`config.mk`:
```
export PLATFORM = sky130hd
export DESIGN_NAME = mem_port_arbiter
export DESIGN_NICKNAME = d
export VERILOG_FILES = /design/src/rtl/mem_port_arbiter.sv
export SDC_FILE = /design/constraint.sdc
export NUM_CORES = 1
export LEC_CHECK = 0
export BUFFER_PORTS_ARGS = -buffer_cell sky130_fd_sc_hd__buf_2
export CORE_AREA = 2 2 108 110
export CTS_CLUSTER_DIAMETER = 60
export DETAILED_ROUTE_END_ITERATION = 12
export DIE_AREA = 0 0 110 112
export PLACE_DENSITY = 0.67
export SLEW_MARGIN = 10
export SYNTH_ARGS = -nofsm -noshare
export SYNTH_HDL_FRONTEND = slang
export SYNTH_SLANG_ARGS = --single-unit
```
`constraint.sdc`:
```
create_clock -name i_clk -period 2.1 [get_ports i_clk]
set_clock_uncertainty 0.05 [all_clocks]
set_input_delay 0.42 -clock i_clk [delete_from_list [all_inputs] [get_ports i_clk]]
set_output_delay 0.42 -clock i_clk [all_outputs]
set_load 0.03 [all_outputs]
```
`src/rtl/mem_port_arbiter.sv`:
```
// Arbitrates one multi-cycle memory port between fetch (IF) and data (DM).
// Optional perf counters enabled by defining MEM_ARB_PERF_CNT_EN.
module mem_port_arbiter #(
  parameter int unsigned MAX_DM_STREAK = 4
) (
  input  logic        i_clk,
  input  logic        i_rst_n,
  input  logic        i_if_req,
  input  logic [31:0] i_if_addr,
  output logic        o_if_ready,
  output logic        o_if_rvalid,
  output logic [31:0] o_if_rdata,
  input  logic        i_dm_req,
  input  logic [31:0] i_dm_addr,
  input  logic        i_dm_wen,
  input  logic [31:0] i_dm_wdata,
  input  logic [3:0]  i_dm_mask,
  output logic        o_dm_ready,
  output logic        o_dm_rvalid,
  output logic [31:0] o_dm_rdata,
  output logic        o_mem_req,
  output logic [31:0] o_mem_addr,
  output logic        o_mem_wen,
  output logic [31:0] o_mem_wdata,
  output logic [3:0]  o_mem_mask,
  input  logic        i_mem_ready,
  input  logic        i_mem_rvalid,
  input  logic [31:0] i_mem_rdata
`ifdef MEM_ARB_PERF_CNT_EN
  ,
  output logic [31:0] o_perf_if_grants,
  output logic [31:0] o_perf_dm_grants,
  output logic [31:0] o_perf_if_stall_cycles
`endif
);

  typedef enum logic {S_IDLE, S_WAIT} state_t;
  typedef enum logic [1:0] {
    OWN_NONE, OWN_IF, OWN_DM
  } owner_t;

  localparam logic [3:0] MAX_S = 4'(MAX_DM_STREAK);

  state_t      state_q, state_d;
  owner_t      owner_q, owner_d;
  logic [3:0]  streak_q, streak_d;
  logic        if_rvalid_q, if_rvalid_d;
  logic        dm_rvalid_q, dm_rvalid_d;
  logic [31:0] if_rdata_q, if_rdata_d;
  logic [31:0] dm_rdata_q, dm_rdata_d;
  logic        dm_win, if_win, accept;

  always_comb begin
    state_d     = state_q;
    owner_d     = owner_q;
    streak_d    = streak_q;
    if_rvalid_d = 1'b0;
    dm_rvalid_d = 1'b0;
    if_rdata_d  = if_rdata_q;
    dm_rdata_d  = dm_rdata_q;
    o_mem_req   = 1'b0;
    o_mem_addr  = '0;
    o_mem_wen   = 1'b0;
    o_mem_wdata = '0;
    o_mem_mask  = '0;
    o_if_ready  = 1'b0;
    o_dm_ready  = 1'b0;
    accept      = 1'b0;
    dm_win = i_dm_req && !(i_if_req && streak_q == MAX_S);
    if_win = !dm_win && i_if_req;
    unique case (state_q)
      S_IDLE: begin
        // Gated by reset so the port is silent while held in reset
        if (i_rst_n) begin
          o_mem_req = dm_win || if_win;
          if (dm_win) begin
            o_mem_addr  = i_dm_addr & 32'hFFFF_FFFC;
            o_mem_wen   = i_dm_wen;
            o_mem_wdata = i_dm_wdata;
            o_mem_mask  = i_dm_mask;
          end else if (if_win) begin
            o_mem_addr  = i_if_addr & 32'hFFFF_FFFC;
            o_mem_mask  = 4'b1111;
          end
          accept = o_mem_req && i_mem_ready;
        end
        o_dm_ready = accept && dm_win;
        o_if_ready = accept && if_win;
        if (accept) begin
          state_d = S_WAIT;
          owner_d = dm_win ? OWN_DM : OWN_IF;
          if (dm_win && i_if_req)
            streak_d = (streak_q == 4'hF) ? 4'hF : streak_q + 4'd1;
          else
            streak_d = 4'd0;
        end
      end
      S_WAIT: begin
        if (i_mem_rvalid) begin
          state_d = S_IDLE;
          owner_d = OWN_NONE;
          if (owner_q == OWN_IF) begin
            if_rvalid_d = 1'b1;
            if_rdata_d  = i_mem_rdata;
          end
          if (owner_q == OWN_DM) begin
            dm_rvalid_d = 1'b1;
            dm_rdata_d  = i_mem_rdata;
          end
        end
      end
      default: state_d = S_IDLE;
    endcase
  end

  always_ff @(posedge i_clk or negedge i_rst_n) begin
    if (!i_rst_n) begin
      state_q     <= S_IDLE;
      owner_q     <= OWN_NONE;
      streak_q    <= '0;
      if_rvalid_q <= 1'b0;
      dm_rvalid_q <= 1'b0;
      if_rdata_q  <= '0;
      dm_rdata_q  <= '0;
    end else begin
      state_q     <= state_d;
      owner_q     <= owner_d;
      streak_q    <= streak_d;
      if_rvalid_q <= if_rvalid_d;
      dm_rvalid_q <= dm_rvalid_d;
      if_rdata_q  <= if_rdata_d;
      dm_rdata_q  <= dm_rdata_d;
    end
  end

  assign o_if_rvalid = if_rvalid_q;
  assign o_if_rdata  = if_rdata_q;
  assign o_dm_rvalid = dm_rvalid_q;
  assign o_dm_rdata  = dm_rdata_q;

`ifdef MEM_ARB_PERF_CNT_EN
  logic [31:0] pf_if_q, pf_if_d;
  logic [31:0] pf_dm_q, pf_dm_d;
  logic [31:0] pf_st_q, pf_st_d;

  always_comb begin
    pf_if_d = pf_if_q + 32'(o_if_ready);
    pf_dm_d = pf_dm_q + 32'(o_dm_ready);
    pf_st_d = pf_st_q + 32'(i_if_req && !o_if_ready);
  end

  always_ff @(posedge i_clk or negedge i_rst_n) begin
    if (!i_rst_n) begin
      pf_if_q <= '0;
      pf_dm_q <= '0;
      pf_st_q <= '0;
    end else begin
      pf_if_q <= pf_if_d;
      pf_dm_q <= pf_dm_d;
      pf_st_q <= pf_st_d;
    end
  end

  assign o_perf_if_grants       = pf_if_q;
  assign o_perf_dm_grants       = pf_dm_q;
  assign o_perf_if_stall_cycles = pf_st_q;
`endif

endmodule

```
==> reports/qor.csv <==
stage,metric,value,unit
status,status,"finished, violations left",
status,violations,setup timing,
run,maxCapViolations,0,
die,ios,277,
yosys,synth.top_cell.area_share,48.4,%
yosys,yosysSeqAreaShare,48.4,%
worst_setup_path,crit_top_cell,buf_12,
yosys,syn_avg_cell_area,11.0,sq um
grt,overflow,0,
cells_and_area,final_cell_mix,"buf_2, dfrtp_1, buf_6",
detailed_routing,drc,0,
yosys,synth-compound-area-share,7.13,%
cells_and_area,drive_gt1_share,64.2,%
pwr,leakagePower,3.42,nW
detailed_routing,routed_wl,15400,um
worst_setup_path,crit_path_cell_trace,"nor2b_4, buf_12, buf_12, buf_16, nand4_1, o21ai_4, buf_6",
placed_design,port_buffers,270,
hold_path,hp-class,in -> reg,
worst_setup_path,worstRegToRegCells,6,
timing,finalCritPeriodShare,109,%
clock_network,clk-insertion-delay-late,0.32,ns
clock_network,tritoncts.num_buffers,9,
placed_design,postPlaceCellArea,5300,sq um
timing,relSlewSlack,40.4,%
yosys,yosysWarningCount,0,
placed_design,dp_hpwl,9220,um
placed_design,gp_congestion,0.885,
yosys,synth_xor_area_share,0,%
yosys,syn_area,3770,sq um
detailed_routing,met3_length,1600,um
timing,rsz0062_at_grt,yes,
detailed_routing,top_layer,met5,
grt,grt_pass1_vias,3890,
worst_setup_path,end_kind,output port,
detailed_routing,met1_length,5750,um
worst_setup_path,critical_path_buf_inv_count,4,
yosys,synth_top_family_by_area,multiplexers,
cells_and_area,final_area,6860,sq um
worst_setup_path,cp_slowest_stage_delay,0.43,ns
yosys,ys_types,35,
worst_setup_path,start_kind,flip-flop,
worst_setup_path,r2r_start,state_q,
die,die_h,112,um
cells_and_area,utilization,61.3,%
die,die_area,12300,sq um
clock_network,cts_buffer_depth,2,
yosys,synthMuxAreaShare,19.7,%
cells_and_area,fillers,841,
worst_setup_path,critical_path_class,reg -> out,
yosys,yosys.area_share.simple,18.0,%
clock_network,cts_max_level,3,
worst_setup_path,crit_family,buffers and inverters,
detailed_routing,dr.pass1.iters,5,
yosys,synth_seq_cells,73,
clock_network,clkTransAtPathRegs,0.06,ns
timing,finalMaxSlewViolations,0,
worst_setup_path,critical_path_required,1.63,ns
detailed_routing,routed-via-count,4231,
pwr,p_per_area,1100,nW/um^2
die,rows,39,
die,initial_utilization,33.8,%
grt,grt_max_degree,74,
timing,final-setup-viol-count,66,
pwr,ir_drop,0.00102,V
clock_network,root_buffer,clkbuf_16,
worst_setup_path,cp.depth,7,
timing,fin_crit,2.29,ns
yosys,synth_largest_area_cell,dfrtp_1,
detailed_routing,avgViaCountPerCell,5.48,
worst_setup_path,crit_path_end,o_mem_addr[25],
detailed_routing,met2WireLength,7370,um
worst_setup_path,rr_endpoint,streak_q[1],
worst_setup_path,arrival,1.82,ns
worst_setup_path,crit_path_top_delay_cell,dfrtp_2,
worst_setup_path,critPathMaxFanout,25,
cells_and_area,syn2layout_area_growth,81.7,%
detailed_routing,ant_nets,0,
worst_setup_path,reg2reg_slack,0.35,ns
grt,antenna_found_initial,2,
yosys,synthAdderAreaFrac,0.663,%
detailed_routing,wl_per_cell,20.0,um
timing,setup_ws,-0.189,ns
detailed_routing,drt-initial-drc-count,503,
die,die_w,110,um
timing,worstMarginPinSlew,0.894,ns
cells_and_area,n_antenna_cell,0,
grt,track_usage,20.7,%
yosys,syn_inst,343,
timing,fmax,437,MHz
yosys,synth.area.top_cells,"dfrtp_1, mux2_1, and3_1",
pwr,total_power,0.00751,W
die,core_area,11200,sq um
cells_and_area,layout_commonest_cell,buf_2,
cells_and_area,nets,765,
grt,grt_pass1_wl,19800,um
clock_network,cts_sinks,73,
clock_network,cts_tree,built,
timing,setup_tns,-7.32,ns
timing,hold_viol,0,
worst_setup_path,startpoint,state_q,
==> state kept, by name, indices dropped and copies added (netlist names) <==
| register | cells |
|---|---|
| o_dm_rdata | 32 |
| o_if_rvalid | 1 |
| streak_q | 4 |
| o_if_rdata | 32 |
| o_dm_rvalid | 1 |
| owner_q | 2 |
| state_q | 1 |
==> metrics by stage <==
step                      cells  setup slack, ns  hold WS, ns
final                       772           -0.189        0.263
after global placement      737           0.0909        0.420
after global routing        772           -0.218        0.264
after detailed placement    737           0.0378        0.427
after floorplan             344          -0.0683       0.0744
after CTS                   760           -0.145        0.252
==> layer usage <==
layer	global-route usage [%]	up-vias
met4	10.0	4
met3	6.21	68
met5	0	-
li1	-	1828
met2	34.7	298
met1	23.7	2033
==> layout make-up <==
class	count	area, sq um	area share (%)
clock buffers	11	253	3.69
clock inverters	5	60.1	0.876
inverters	7	26.3	0.383
multi-input cells	227	2190	32.0
flip-flops and latches	73	1830	26.7
well taps	143	179	2.61
repair buffers	306	2310	33.8
==> power by group <==
part	switching [W]	internal, W
Combinational	0.00231	0.00123
Sequential	0.000333	0.00206
Clock	0.000592	0.000991
Total	0.00323	0.00428
==> synth_stat cells <==
cell,n
nor3_1,1
nor2_1,2
inv_2,2
or2_1,1
inv_1,5
and3_1,34
ha_1,2
nor2b_1,1
a22o_1,2
a311oi_1,2
clkbuf_1,13
o21a_1,5
buf_6,4
buf_2,12
dfrtp_1,73
conb_1,1
buf_1,5
nand2_1,2
nand4b_2,3
nand4_1,31
buf_4,3
and2_1,1
a41o_1,1
clkbuf_2,1
a2bb2oi_1,1
and3_4,1
a31oi_1,1
and3b_1,1
a32oi_1,1
a211oi_1,1
o21ai_1,30
nand3_1,32
and2_4,1
mux2_1,66
o21ai_0,1
==> worst min-delay path by stage <==
| stage | to | slack, ns | startpoint | depth (start not counted) |
|---|---|---|---|---|
| 2_1_floorplan | o_dm_rdata[0] | 0.07 | i_rst_n | 0 |
| 5_1_grt | o_dm_rdata[0] | 0.26 | i_mem_rdata[0] | 2 |
| 6_report | o_dm_rdata[6] | 0.26 | i_mem_rdata[6] | 2 |
| 3_3_place_gp | o_dm_rdata[27] | 0.42 | o_dm_rdata[27] | 1 |
| 4_1_cts | o_dm_rdata[6] | 0.25 | i_mem_rdata[6] | 2 |
| 3_5_place_dp | o_dm_rdata[27] | 0.43 | o_dm_rdata[27] | 1 |
==> cell families (layout without fill, tap and decap cells) <==
family                     after synthesis  in the layout
other                                    1              2
DFF                                     73             73
muxes                                   66             66
and+or+nand+nor                        111            112
buffers and inverters                   45            329
adders and majority gates                2              2
AOI/OAI and AO/OA                       45             45
==> worst reg2reg max path: cells and delay by family (launching register included) <==
kind / cells / cell delay, ns
flip-flops: 1 / 0.43
AND/OR/NAND/NOR: 2 / 0.43
multiplexers: 1 / 0.33
buffers and inverters: 3 / 0.41
==> repair_timing <==
action	CTS	global route
setup buffers	4	4
cloned	3	8
endpoints found under the setup margin	69	69
pin swaps	1	43
hold buffers	0	0
endpoints found under the hold margin	0	0
gates resized for setup	167	75
Power figures use the tool's default switching activity.
